[config.mk]
export PLATFORM = sky130hd
export DESIGN_NAME = pll_lock_ctrl
export DESIGN_NICKNAME = d
export VERILOG_FILES = /design/src/rtl/pll_lock_ctrl.sv
export SDC_FILE = /design/constraint.sdc
export NUM_CORES = 1
export LEC_CHECK = 0
export ABC_AREA = 1
export CORE_MARGIN = 2
export CORE_UTILIZATION = 55
export CTS_CLUSTER_SIZE = 25
export DETAILED_ROUTE_END_ITERATION = 6
export PLACE_DENSITY = 0.86
export SYNTH_ARGS = -nofsm -noshare
export SYNTH_HDL_FRONTEND = slang
export SYNTH_SLANG_ARGS = --single-unit
[constraint.sdc]
create_clock -name clk -period 1.6 [get_ports clk]
set_input_delay 0.48 -clock clk [delete_from_list [all_inputs] [get_ports clk]]
set_output_delay 0.48 -clock clk [all_outputs]
set_load 0.01 [all_outputs]
[src/rtl/pll_lock_ctrl.sv]
// PLL reset and lock supervisor.
// Runs on the free-running oscillator. It pulses the PLL reset, then waits for a
// synchronised lock that stays high long enough before releasing the system reset.
// A PLL that fails to lock in time is retried, and the block gives up after
// MAX_RETRIES attempts (0 = retry forever). Lock losses seen while running are
// counted in a saturating counter.
module pll_lock_ctrl #(
    parameter int PLL_RST_LEN   = 16,
    parameter int LOCK_TIMEOUT  = 65536,
    parameter int STABLE_CYCLES = 1024,
    parameter int MAX_RETRIES   = 0
) (
    input  logic       clk,
    input  logic       rst_n,
    input  logic       pll_locked,
    input  logic       clear_count,
    output logic       pll_rst,
    output logic       rst_sys_n,
    output logic       ready,
    output logic       fail,
    output logic [7:0] loss_count
);

    localparam int RST_W = (PLL_RST_LEN   > 1) ? $clog2(PLL_RST_LEN)   : 1;
    localparam int TMR_W = (LOCK_TIMEOUT  > 1) ? $clog2(LOCK_TIMEOUT)  : 1;
    localparam int STB_W = (STABLE_CYCLES > 1) ? $clog2(STABLE_CYCLES) : 1;
    localparam int RTY_W = (MAX_RETRIES   > 0) ? $clog2(MAX_RETRIES + 1) : 1;

    localparam logic [RST_W-1:0] RST_LAST = RST_W'(PLL_RST_LEN - 1);
    localparam logic [TMR_W-1:0] TMR_LAST = TMR_W'(LOCK_TIMEOUT - 1);
    localparam logic [STB_W-1:0] STB_LAST = STB_W'(STABLE_CYCLES - 1);
    localparam logic [RTY_W-1:0] RTY_MAX  = RTY_W'(MAX_RETRIES);

    typedef enum logic [2:0] {
        RESET_PLL = 3'd0,
        WAIT_LOCK = 3'd1,
        STABLE    = 3'd2,
        RUN       = 3'd3,
        FAIL      = 3'd4
    } state_t;

    state_t state, next_state;

    logic             lock_m;
    logic             lock_s;
    logic [RST_W-1:0] rst_cnt;
    logic [TMR_W-1:0] timer;
    logic [STB_W-1:0] stb_cnt;
    logic [RTY_W-1:0] retry_cnt;
    logic [RTY_W-1:0] retry_next;

    logic timeout;
    logic stable_done;
    logic retry_exhausted;

    logic pll_rst_d;
    logic rst_sys_n_d;
    logic ready_d;
    logic fail_d;

    // The lock timer expiring in either waiting state ends the current attempt.
    assign timeout         = ((state == WAIT_LOCK) || (state == STABLE)) && (timer == TMR_LAST);
    assign stable_done     = (state == STABLE) && lock_s && (stb_cnt == STB_LAST);
    assign retry_next      = retry_cnt + RTY_W'(1);
    assign retry_exhausted = (MAX_RETRIES != 0) && (retry_next == RTY_MAX);

    // Two-flop synchroniser for the asynchronous PLL lock output.
    always_ff @(posedge clk or negedge rst_n) begin
        if (!rst_n) begin
            lock_m <= 1'b0;
            lock_s <= 1'b0;
        end else begin
            lock_m <= pll_locked;
            lock_s <= lock_m;
        end
    end

    // State register; outputs are registered from the next-state decode so they
    // change on the same edge as the state and cannot glitch.
    always_ff @(posedge clk or negedge rst_n) begin
        if (!rst_n) begin
            state     <= RESET_PLL;
            pll_rst   <= 1'b1;
            rst_sys_n <= 1'b0;
            ready     <= 1'b0;
            fail      <= 1'b0;
        end else begin
            state     <= next_state;
            pll_rst   <= pll_rst_d;
            rst_sys_n <= rst_sys_n_d;
            ready     <= ready_d;
            fail      <= fail_d;
        end
    end

    // Next-state logic; a stable completion beats a timeout on the same edge.
    always_comb begin
        next_state = state;
        case (state)
            RESET_PLL: begin
                if (rst_cnt == RST_LAST) next_state = WAIT_LOCK;
            end
            WAIT_LOCK: begin
                if (timeout)     next_state = retry_exhausted ? FAIL : RESET_PLL;
                else if (lock_s) next_state = STABLE;
            end
            STABLE: begin
                if (stable_done)  next_state = RUN;
                else if (timeout) next_state = retry_exhausted ? FAIL : RESET_PLL;
                else if (!lock_s) next_state = WAIT_LOCK;
            end
            RUN: begin
                if (!lock_s) next_state = RESET_PLL;
            end
            FAIL: begin
                next_state = FAIL;
            end
            default: next_state = RESET_PLL;
        endcase
    end

    // Output decode of the state being entered.
    always_comb begin
        pll_rst_d   = (next_state == RESET_PLL);
        rst_sys_n_d = (next_state == RUN);
        ready_d     = (next_state == RUN);
        fail_d      = (next_state == FAIL);
    end

    // Reset-length, lock-timeout, stable and retry counters.
    always_ff @(posedge clk or negedge rst_n) begin
        if (!rst_n) begin
            rst_cnt   <= '0;
            timer     <= '0;
            stb_cnt   <= '0;
            retry_cnt <= '0;
        end else begin
            // Counts edges spent in RESET_PLL; zero whenever the state is left.
            if ((state == RESET_PLL) && (next_state == RESET_PLL)) rst_cnt <= rst_cnt + RST_W'(1);
            else                                                   rst_cnt <= '0;

            // The timer spans the whole attempt, so a flap back to WAIT_LOCK keeps it running.
            if (state == RESET_PLL)                               timer <= '0;
            else if ((state == WAIT_LOCK) || (state == STABLE))   timer <= timer + TMR_W'(1);

            if ((state == STABLE) && (next_state == STABLE)) stb_cnt <= stb_cnt + STB_W'(1);
            else                                             stb_cnt <= '0;

            if ((next_state == RUN) && (state != RUN)) retry_cnt <= '0;
            else if (timeout && !stable_done)          retry_cnt <= retry_next;
        end
    end

    // Saturating lock-loss counter; a clear overrides a simultaneous loss.
    always_ff @(posedge clk or negedge rst_n) begin
        if (!rst_n) begin
            loss_count <= 8'd0;
        end else if (clear_count) begin
            loss_count <= 8'd0;
        end else if ((state == RUN) && !lock_s && (loss_count != 8'd255)) begin
            loss_count <= loss_count + 8'd1;
        end
    end

endmodule

==> results.md, run 1 <==
| Result | This run | Unit |
|---|---|---|
| Ports placed on the boundary | 16 | - |
| CP endpoint kind | register | - |
| Main combinational cell family by area after synthesis | simple AND/OR/NAND/NOR gates | - |
| GRT Total Usage | 21.1 | % |
| Power share of the clock group | 29.4 | % |
| Power Density | 1200 | nW/um^2 |
| Reg clk slew, reported paths | 0.09 | ns |
| Die Width | 69.0 | microns |
| Post-placement setup slack | 0.0167 | ns |
| Number of warning messages in the yosys log | 0 | - |
| Pin count of the biggest net entering global routing | 37 | - |
| Mapped Nets | 283 | - |
| Crit-path cells | ha_4 -> nand3_4 -> nor3_4 -> nand2_2 -> nand2_1 -> nand2_1 -> nor2_4 -> nand3_4 -> nor2_2 | - |
| Layout overhead on the synthesized area | 28.1 | % |
| Cells after synthesis | 275 | - |
| Internal power | 2.32 | mW |
| Placeable Area | 4030 | sq um |
| Post-route cell area | 2980 | sq um |
| Arithmetic-cell share of the synthesized area counting full adders, half adders and majority gates | 2.15 | % |
| Count of different cell masters after synthesis | 32 | - |
| Share of power burned in combinational logic | 32.2 | % |
| Commonest non-fill, non-tap cell in the layout | dfrtp_1 | - |
| Hold buffer count at CTS | 0 | - |
| DRC violations left | 0 | - |
| Critical path data arrival time | 1.92 | ns |
| Type of the worst setup path | register to register | - |
| Utilization of the core after routing | 73.9 | % |
| Iter 0 DRT Violations | 278 | - |
| ANT nets after route | 0 | - |
| Final count of pins violating max slew | 0 | - |
| Setup TNS | -0.388 | ns |
| Worst path setup slack after routing | -0.0714 | ns |
| Delay of the slowest critical-path stage | 0.44 | ns |
| Slowest-stage cell, CP | dfrtp_1 | - |
| Post-DR vias/cell | 5.68 | - |
| Tightest Hold Check Type | input pin to asynchronous set/reset pin | - |
| Final count of negative-setup-slack endpoints | 9 | - |
| CTS tree | done | - |
| Num CTS Buffers | 5 | - |
| Part of the cycle the worst path needs | 104 | % |
| Clock Latency Late Sink | 0.31 | ns |
| Clock Tree Root | clkbuf_8 | - |
| Port buffer count | 15 | - |
| Post-synthesis share of cell area spent on xor and xnor gates | 3.01 | % |
| Final HPWL from detailed placement | 3250 | microns |
| Total power after layout | 3.56 | mW |
| Std cell rows | 23 | - |
| Instance area after placement | 2590 | sq um |
| Netlist Area Pre-Place | 2330 | sq um |
| Antenna Cells | 0 | - |
| Fmax achieved | 0.598 | GHz |
| Via count of the first global-routing pass | 1880 | - |
| Share of final-layout standard cells stronger than drive strength 1 | 25.0 | % |
| Initial DRT Pass Iterations | 5 | - |
| Effective utilization at floorplan | 57.7 | % |
| Basic-gate share of the synthesized area counting and, or, nand and nor cells | 31.8 | % |
| Sum of routed wire length over all layers | 5670 | microns |
| Share of total power in sequential cells | 38.5 | % |
| Element type at the critical path start | register | - |
| Max VDD drop | 1150 | uV |
| Number of buffers on the longest clock path | 2 | - |
| Final Critical Period | 1.67 | ns |
| Max-slew headroom at the worst pin | 76.6 | % |
| Sequential share of the synthesized area | 49.5 | % |
| Most frequent cells in the layout | dfrtp_1, nand2_1, nor2_1 | - |
| Setup repair after global routing missed its margin | yes | - |
| Antenna violations before repair | 0 | - |
| Routed via count | 2103 | - |
| Switching part of the total power | 35.0 | % |
| Final-report hold violation count | 0 | - |
| Fraction of the mapped netlist area in compound gates | 7.80 | % |
| Final #Nets | 327 | - |
| Psw | 1.25 | mW |
| Die Ht | 69.0 | microns |
| Worst Clk Skew | 0.00466 | ns |
| Result of the run | complete, but fails checks | - |
| Slew at the pin closest to its max-slew limit | 0.349 | ns |
| First-pass GRT wire length | 8170 | microns |
| Multiplexer share of the synthesized area | 0 | % |
| Final weighted congestion in routability-driven placement | 0.841 | - |
| Htree depth | 2 | - |
| Highest net fanout along the worst path | 4 | - |
| Max Cap Viol | 0 | - |
| Leak | 1.38 | nW |
| Failing checks | negative setup slack | - |
| Total overflow reported by the global router | 0 | - |
| TritonCTS sink count | 46 | - |
| Average wire per standard cell | 15.3 | microns |
| Die area | 4770 | sq um |
| Required time at the endpoint of the critical path | 1.84 | ns |
| Average instance area after synthesis | 8.46 | sq um |
| Flip-flop and latch count after synthesis | 46 | - |
## path summary, 6_finish.rpt
path	from	end	slack [ns]	cells past startpoint
max	timer[1]	rst_cnt[3]	-0.07	9
min	rst_n	timer[13]	0.04	1
max reg2reg	timer[1]	rst_cnt[3]	-0.07	9
min reg2reg	lock_m	lock_s	0.36	0
max in group asynchronous	rst_n	pll_rst	1.01	2
min in group clk	lock_m	lock_s	0.36	0
## worst max-delay path, delay by kind of cell, from the launching register on
kind	cells	cell delay, ns
flops	1	0.44
fa+ha+maj	1	0.18
simple gates	8	0.98
## registers in the layout (all words and copies together) (netlist names)
register / count
state: 3
lock_m: 1
rst_cnt: 4
pll_rst: 1
timer: 16
stb_cnt: 10
loss_count: 8
lock_s: 1
fail: 1
ready: 1
## per-layer routing
metal / GRT usage (%) / wire length, microns / part of all wire (%) / up-vias
li1: - / - / - / 986
met1: 28.8 / 2430 / 43 / 1039
met2: 31.9 / 2880 / 51 / 66
met3: 5.56 / 261 / 4.6 / 12
met4: 8.50 / 108 / 1.9 / 0
met5: 0 / 0 / 0 / -
## per-stage QoR
stage / hold slack, ns / cells
after floorplan: 0.184 / 275
after global placement: 0.332 / 345
after detailed placement: 0.340 / 345
after CTS: 0.0483 / 359
after global routing: 0.0441 / 370
final: 0.0422 / 370
## repair_timing
| action | CTS | global route |
|---|---|---|
| endpoints found under the setup margin | 17 | 34 |
| resized for setup | 14 | 33 |
| gates cloned | 0 | 1 |
| setup buffers | 6 | 10 |
| pin swaps | 0 | 11 |
## area by class of cell
class	instances	area, sq um
multi-input cells	196	1190
flip-flops and latches	46	1150
fillers	274	1050
repair buffers	38	315
inverters	32	120
clock buffers	5	68.8
clock inverters	3	68.8
well taps	50	62.6
## kinds of logic after synthesis
| logic type | after synthesis |
|---|---|
| AND/OR/NAND/NOR | 149 |
| buffers and inverters | 34 |
| adder cells (fa/ha/maj) | 4 |
| XOR/XNOR | 8 |
| AO/OA/AOI/OAI | 34 |
| flip-flops | 46 |
## power by group through the flow
| stage | Clock (mW) | Sequential, mW | Combinational [mW] |
|---|---|---|---|
| CTS | 1.05 | 1.35 | 0.958 |
| detailed placement | 0 | 1.37 | 0.948 |
| global placement | 0 | 1.37 | 0.921 |
| global route | 1.11 | 1.38 | 1.25 |
| finish | 1.05 | 1.37 | 1.15 |
| floorplan | 0 | 1.36 | 0.681 |
## cell usage after synthesis
| cell type | number | area share, % |
|---|---|---|
| nor3_4 | 1 | 0.70 |
| nor3b_2 | 1 | 0.54 |
| a211oi_1 | 1 | 0.32 |
| nand2_2 | 6 | 1.6 |
| dfstp_2 | 1 | 1.1 |
| nand3_4 | 2 | 1.5 |
| a31oi_1 | 1 | 0.27 |
| nor2_4 | 2 | 0.97 |
| buf_2 | 1 | 0.21 |
| a21oi_1 | 14 | 3.0 |
| dfrtp_1 | 45 | 48 |
| o21bai_1 | 2 | 0.65 |
| nor3_1 | 8 | 1.7 |
| o21ai_1 | 2 | 0.43 |
| nand3b_1 | 1 | 0.32 |
| ha_1 | 4 | 2.2 |
| nand3_1 | 18 | 3.9 |
| nor4_1 | 2 | 0.54 |
| o21ai_0 | 13 | 2.8 |
| nor2_2 | 7 | 1.9 |
| inv_2 | 2 | 0.32 |
| nand2_4 | 1 | 0.48 |
| nor3b_1 | 3 | 0.97 |
| xor2_1 | 6 | 2.3 |
| o31ai_1 | 1 | 0.32 |
| nand3_2 | 1 | 0.43 |
| nand2_1 | 45 | 7.3 |
| nand4_1 | 7 | 1.9 |
| xnor2_1 | 2 | 0.75 |
| nor2_1 | 44 | 7.1 |
| inv_1 | 30 | 4.8 |
| buf_4 | 1 | 0.32 |
(Power assumes the default switching activity.)
==> run 2: changes to the inputs <==
--- a/config.mk
+++ b/config.mk
@@ -11,6 +11,7 @@
 export CTS_CLUSTER_SIZE = 25
 export DETAILED_ROUTE_END_ITERATION = 6
 export PLACE_DENSITY = 0.86
+export SKIP_CTS_REPAIR_TIMING = 1
 export SYNTH_ARGS = -nofsm -noshare
 export SYNTH_HDL_FRONTEND = slang
 export SYNTH_SLANG_ARGS = --single-unit
==> results.md, run 2 (synthesized netlist as in run 1, its figures left out) <==
| Result | This run | Unit | vs previous |
|---|---|---|---|
| Effective utilization at floorplan | 57.7 | % | unchanged |
| Setup repair after global routing missed its margin | yes | - |  |
| Most frequent cells in the layout | dfrtp_1, nand2_1, nor2_1 | - |  |
| Via count of the first global-routing pass | 1866 | - | -0.74% |
| Total overflow reported by the global router | 0 | - | unchanged |
| Flip-flop count of the largest register, all copies and words added | 16 | - | unchanged |
| Die Ht | 69.0 | microns | unchanged |
| Top register by number of flip-flops | timer | - |  |
| Share of power burned in combinational logic | 31.1 | % | -1.1 points |
| Worst reg2reg setup slack | -0.04 | ns | +0.03 ns |
| ANT nets after route | 0 | - | unchanged |
| CTS tree | done | - |  |
| Clock Latency Late Sink | 0.31 | ns | about the same |
| TritonCTS sink count | 46 | - | unchanged |
| Die area | 4770 | sq um | unchanged |
| Switching part of the total power | 35.0 | % | about the same |
| Final weighted congestion in routability-driven placement | 0.841 | - | unchanged |
| Setup TNS | -0.325 | ns | +0.0625 ns |
| Htree depth | 2 | - | unchanged |
| Std cell rows | 23 | - | unchanged |
| Average wire per standard cell | 15.0 | microns | -2.3% |
| Utilization of the core after routing | 73.1 | % | -0.81 points |
| Iter 0 DRT Violations | 188 | - | -32% |
| Placeable Area | 4030 | sq um | unchanged |
| Result of the run | complete, but fails checks | - |  |
| Pin count of the biggest net entering global routing | 37 | - | unchanged |
| Routed via count | 2048 | - | -2.6% |
| Critical path startpoint | stb_cnt[0] | - |  |
| Worst Clk Skew | 0.00819 | ns | +0.00353 ns |
| Final Critical Period | 1.64 | ns | -0.0325 ns |
| Final-report hold violation count | 0 | - | unchanged |
| Share of total power in sequential cells | 39.0 | % | +0.5 points |
| Registers with the most flip-flops | timer (16), stb_cnt (10), loss_count (8) | - |  |
| GRT Total Usage | 21.0 | % | -0.031 points |
| Final HPWL from detailed placement | 3250 | microns | unchanged |
| Leak | 1.48 | nW | +7.6% |
| Layout overhead on the synthesized area | 26.7 | % |  |
| Worst reg2reg startpoint | stb_cnt[0] | - |  |
| Highest net fanout along the worst path | 10 | - | +6 |
| Final count of negative-setup-slack endpoints | 15 | - | +6 |
| Fmax achieved | 0.610 | GHz | +2.0% |
| Max-slew headroom at the worst pin | 74.9 | % | -1.7 points |
| Critical path data arrival time | 1.84 | ns | -0.08 ns |
| Post-DR vias/cell | 5.66 | - | -0.46% |
| Max Cap Viol | 0 | - | unchanged |
| Ports placed on the boundary | 16 | - | unchanged |
| Total power after layout | 3.50 | mW | -1.7% |
| Number of buffers on the longest clock path | 2 | - | unchanged |
| Die Width | 69.0 | microns | unchanged |
| Final count of pins violating max slew | 0 | - | unchanged |
| Power share of the clock group | 29.9 | % | +0.5 points |
| First-pass GRT wire length | 8150 | microns | -0.26% |
| Depth of the worst register-to-register path | 7 | - | -2 |
| Placed Cells | 345 | - | unchanged |
| Total of fill cells in the finished design | 286 | - | +4.4% |
| Worst setup path end | stb_cnt[9] | - |  |
| Share of final-layout standard cells stronger than drive strength 1 | 24.0 | % | -0.96 points |
| Antenna violations before repair | 0 | - | unchanged |
| Tightest Hold Check Type | input pin to asynchronous set/reset pin | - |  |
| Antenna Cells | 0 | - | unchanged |
| Max VDD drop | 1010 | uV | -12% |
| Capture instance of the worst register-to-register path | stb_cnt[9] | - |  |
| Clock Tree Root | clkbuf_8 | - |  |
| Post-placement setup slack | 0.0167 | ns | unchanged |
| Part of the cycle the worst path needs | 102 | % | -2.0 points |
| CP endpoint kind | register | - |  |
| Commonest non-fill, non-tap cell in the layout | dfrtp_1 | - |  |
| Reg clk slew, reported paths | 0.09 | ns | about the same |
| Failing checks | negative setup slack | - |  |
| Power Density | 1190 | nW/um^2 | -0.63% |
| Port buffer count | 15 | - | unchanged |
| Slew at the pin closest to its max-slew limit | 0.374 | ns | +0.0250 ns |
| Element type at the critical path start | register | - |  |
| Initial DRT Pass Iterations | 4 | - | -1 |
| Num CTS Buffers | 5 | - | unchanged |
| Sum of routed wire length over all layers | 5430 | microns | -4.4% |
| Required time at the endpoint of the critical path | 1.80 | ns | -0.04 ns |
| Internal power | 2.28 | mW | -1.7% |
| Worst path setup slack after routing | -0.0389 | ns | +0.0325 ns |
| Final #Nets | 319 | - | -2.4% |
| Non-filler instance count after layout | 362 | - | -2.2% |
| DRC violations left | 0 | - | unchanged |
| Psw | 1.23 | mW | -1.8% |
| Type of the worst setup path | register to register | - |  |
==> run 2: changes by cell type in the layout (fill, tap and decap cells not counted), sizes merged <==
cell,before,now
dlygate4sd2,12,0
dlymetal6s2s,0,12
buf,24,17
nand3,22,21
==> run 2: metrics by stage <==
stage               hold WS (ns)  instance area (sq um)
floorplan                  0.184                   2330
global placement           0.332                   2590
detailed placement         0.340                   2590
CTS                       0.0483                   2720
global route              0.0444                   2950
finish                    0.0411                   2950
==> run 2: area by class of cell <==
class	count	area, sq um	share of cell area, %
Multi-Input combinational cell	195	1160	39.5
Clock inverter	3	68.8	2.34
Inverter	32	120	4.08
Timing Repair Buffer	31	308	10.4
Tap cell	50	62.6	2.12
Sequential cell	46	1150	39.2
Clock buffer	5	68.8	2.34
==> run 2: metal layers <==
metal | track usage, % | wire (microns) | up-vias
met2 | 31.7 | 2730 | 90
met1 | 28.9 | 2280 | 977
met4 | 8.50 | 102 | 0
li1 | - | - | 966
met3 | 5.56 | 319 | 15
met5 | 0 | 0 | -
==> run 2: power by group through the flow <==
stage	registers [mW]	clock network [mW]	logic, mW
after floorplan	1.36	0	0.681
after global placement	1.37	0	0.921
after detailed placement	1.37	0	0.948
after CTS	1.35	1.05	0.963
after global routing	1.38	1.10	1.19
final	1.37	1.05	1.09
==> run 2: how the worst min path moves through the flow <==
stage,start,endpoint,slack (ns),cells past startpoint
after global routing,rst_n,timer[11],0.04,1
after global placement,lock_m,lock_s,0.33,0
after CTS,rst_n,timer[11],0.05,1
final,rst_n,timer[9],0.04,1
after floorplan,rst_n,fail,0.18,0
after detailed placement,lock_m,lock_s,0.34,0
==> run 2: worst max-delay path, stage by stage (launching register included) <==
cell and delay, ns:
dfrtp_1 0.38, ha_2 0.20, nand4_1 0.19, nor2_2 0.18, nand4_1 0.19, buf_4 0.20
nand3_4 0.12, nor2_1 0.07
==> run 3: changes to the inputs <==
--- a/config.mk
+++ b/config.mk
@@ -6,11 +6,14 @@
 export NUM_CORES = 1
 export LEC_CHECK = 0
 export ABC_AREA = 1
+export CORE_ASPECT_RATIO = 2
 export CORE_MARGIN = 2
 export CORE_UTILIZATION = 55
+export CTS_CLUSTER_DIAMETER = 150
 export CTS_CLUSTER_SIZE = 25
 export DETAILED_ROUTE_END_ITERATION = 6
 export PLACE_DENSITY = 0.86
+export SETUP_SLACK_MARGIN = 0.05
 export SKIP_CTS_REPAIR_TIMING = 1
 export SYNTH_ARGS = -nofsm -noshare
 export SYNTH_HDL_FRONTEND = slang
==> results.md, run 3 (synthesized netlist as in run 1, its figures left out) <==
| Result | This run | Unit | vs previous |
|---|---|---|---|
| Final-report hold violation count | 0 | - | unchanged |
| Worst path setup slack after routing | -0.0473 | ns | -0.00837 ns |
| Registers with the most flip-flops | timer (16), stb_cnt (10), loss_count (8) | - |  |
| Power Density | 1060 | nW/um^2 | -11% |
| Setup TNS | -0.256 | ns | +0.0691 ns |
| Clock Latency Late Sink | 0.30 | ns | about the same |
| First-pass GRT wire length | 7700 | microns | -5.5% |
| CP endpoint kind | register | - |  |
| Final #Nets | 324 | - | +1.6% |
| Setup repair after global routing missed its margin | yes | - |  |
| Sum of routed wire length over all layers | 5420 | microns | -0.18% |
| Total of fill cells in the finished design | 269 | - | -5.9% |
| Instance area after placement | 2590 | sq um | about the same |
| Num CTS Buffers | 5 | - | unchanged |
| Antenna Cells | 0 | - | unchanged |
| Slew at the pin closest to its max-slew limit | 0.480 | ns | +0.106 ns |
| Flip-flop count of the largest register, all copies and words added | 16 | - | unchanged |
| Depth of the worst register-to-register path | 9 | - | +2 |
| Post-DR vias/cell | 5.55 | - | -1.9% |
| Average wire per standard cell | 14.7 | microns | -2.1% |
| Iter 0 DRT Violations | 62 | - | -67% |
| Reg clk slew, reported paths | 0.09 | ns | about the same |
| Die Ht | 96.0 | microns | +39% |
| Multi-input combinational cell area | 1170 | sq um | +0.75% |
| Type of the worst setup path | register to register | - |  |
| CTS tree | done | - |  |
| Critical path data arrival time | 1.87 | ns | +0.03 ns |
| Fmax achieved | 0.607 | GHz | -0.51% |
| Layout overhead on the synthesized area | 26.4 | % |  |
| Placeable Area | 4090 | sq um | +1.5% |
| Final Critical Period | 1.65 | ns | +0.00837 ns |
| Std cell rows | 33 | - | +43% |
| Final count of negative-setup-slack endpoints | 11 | - | -4 |
| Highest net fanout along the worst path | 4 | - | -6 |
| Antenna violations before repair | 0 | - | unchanged |
| Max Cap Viol | 0 | - | unchanged |
| Htree depth | 2 | - | unchanged |
| Pin count of the biggest net entering global routing | 23 | - | -38% |
| Number of buffers on the longest clock path | 2 | - | unchanged |
| Failing checks | negative setup slack | - |  |
| Worst reg2reg setup slack | -0.05 | ns | about the same |
| GRT Total Usage | 21.1 | % | +0.12 points |
| Final count of pins violating max slew | 0 | - | unchanged |
| Final HPWL from detailed placement | 3410 | microns | +5.0% |
| Initial DRT Pass Iterations | 4 | - | unchanged |
| Placed Cells | 347 | - | +0.58% |
| Ports placed on the boundary | 16 | - | unchanged |
| Share of final-layout standard cells stronger than drive strength 1 | 25.9 | % | +1.8 points |
| Worst Clk Skew | 0.0130 | ns | +0.00479 ns |
| Max VDD drop | 880 | uV | -13% |
| Element type at the critical path start | register | - |  |
| Non-filler instance count after layout | 369 | - | +1.9% |
| Sequential Area | 1150 | sq um | unchanged |
| Total overflow reported by the global router | 0 | - | unchanged |
| ANT nets after route | 0 | - | unchanged |
| Final weighted congestion in routability-driven placement | 0.910 | - | +8.2% |
| Most frequent cells in the layout | dfrtp_1, nand2_1, nor2_1 | - |  |
| Die Width | 50.0 | microns | -28% |
| Max-slew headroom at the worst pin | 68.0 | % | -6.9 points |
| Commonest non-fill, non-tap cell in the layout | dfrtp_1 | - |  |
| Top register by number of flip-flops | timer | - |  |
| Capture instance of the worst register-to-register path | rst_cnt[0] | - |  |
| Leak | 1.47 | nW | -0.93% |
| Port buffer count | 15 | - | unchanged |
| Die area | 4800 | sq um | +0.66% |
| Minimum hold slack | 0.132 | ns | +0.0908 ns |
| Routed via count | 2047 | - | -0.049% |
| Post-route cell area | 2940 | sq um | -0.21% |
| Effective utilization at floorplan | 56.9 | % | -0.83 points |
| Via count of the first global-routing pass | 1906 | - | +2.1% |
| Part of the cycle the worst path needs | 103 | % | +0.52 points |
| Worst reg2reg startpoint | timer[1] | - |  |
| TritonCTS sink count | 46 | - | unchanged |
| Clock Tree Root | clkbuf_8 | - |  |
| Result of the run | complete, but fails checks | - |  |
| Required time at the endpoint of the critical path | 1.83 | ns | +0.03 ns |
| DRC violations left | 0 | - | unchanged |
| Tightest Hold Check Type | input pin to asynchronous set/reset pin | - |  |
run 3: through the flow:
stage	power [mW]	setup WS, ns	util [%]
2_1_floorplan	2.05	0.169	-
3_3_place_gp	2.29	0.00878	63.3
3_5_place_dp	2.32	-0.0772	63.3
4_1_cts	3.02	-0.211	65.5
5_1_grt	3.30	-0.136	71.9
6_report	3.11	-0.0473	71.9
run 3: critical path: stages, from the launching register on:
cell and delay [ns]:
dfrtp_1 0.37, ha_2 0.22, nand3_4 0.12, nor3_4 0.23, nand2_2 0.12, nand2_2 0.08
nand2_2 0.06, nor2_4 0.18, nand3_4 0.12, nor2_2 0.09
run 3: worst max-delay path by stage:
stage                              from             to  slack (ns)  cells after the start
after floorplan           loss_count[0]  loss_count[3]        0.17                      8
after global placement       stb_cnt[0]     rst_cnt[2]       0.009                      8
after detailed placement     stb_cnt[0]     rst_cnt[2]       -0.08                      8
after CTS                       pll_rst        pll_rst       -0.21                      1
after global routing           timer[1]     rst_cnt[0]       -0.14                      9
final                          timer[1]     rst_cnt[0]       -0.05                      9
run 3: cell type report:
cell class / instances / area share (%)
multi-input cells: 196 / 39.9
inverters: 32 / 4.09
flip-flops and latches: 46 / 39.2
clock buffers: 8 / 3.06
repair buffers: 35 / 11.5
well taps: 52 / 2.21
run 3: routing by layer:
layer	global-route usage, %	share of wire, %	vias up
met5	0	0	-
met4	12.7	3.2	0
met3	4.81	3.4	20
met2	40.4	58	61
met1	19.5	35	978
li1	-	-	988
run 3: power by group:
group | total, mW | internal (mW) | switching (mW)
clock | 0.716 | 0.353 | 0.363
combinational | 1.03 | 0.363 | 0.671
sequential | 1.36 | 1.28 | 0.0859
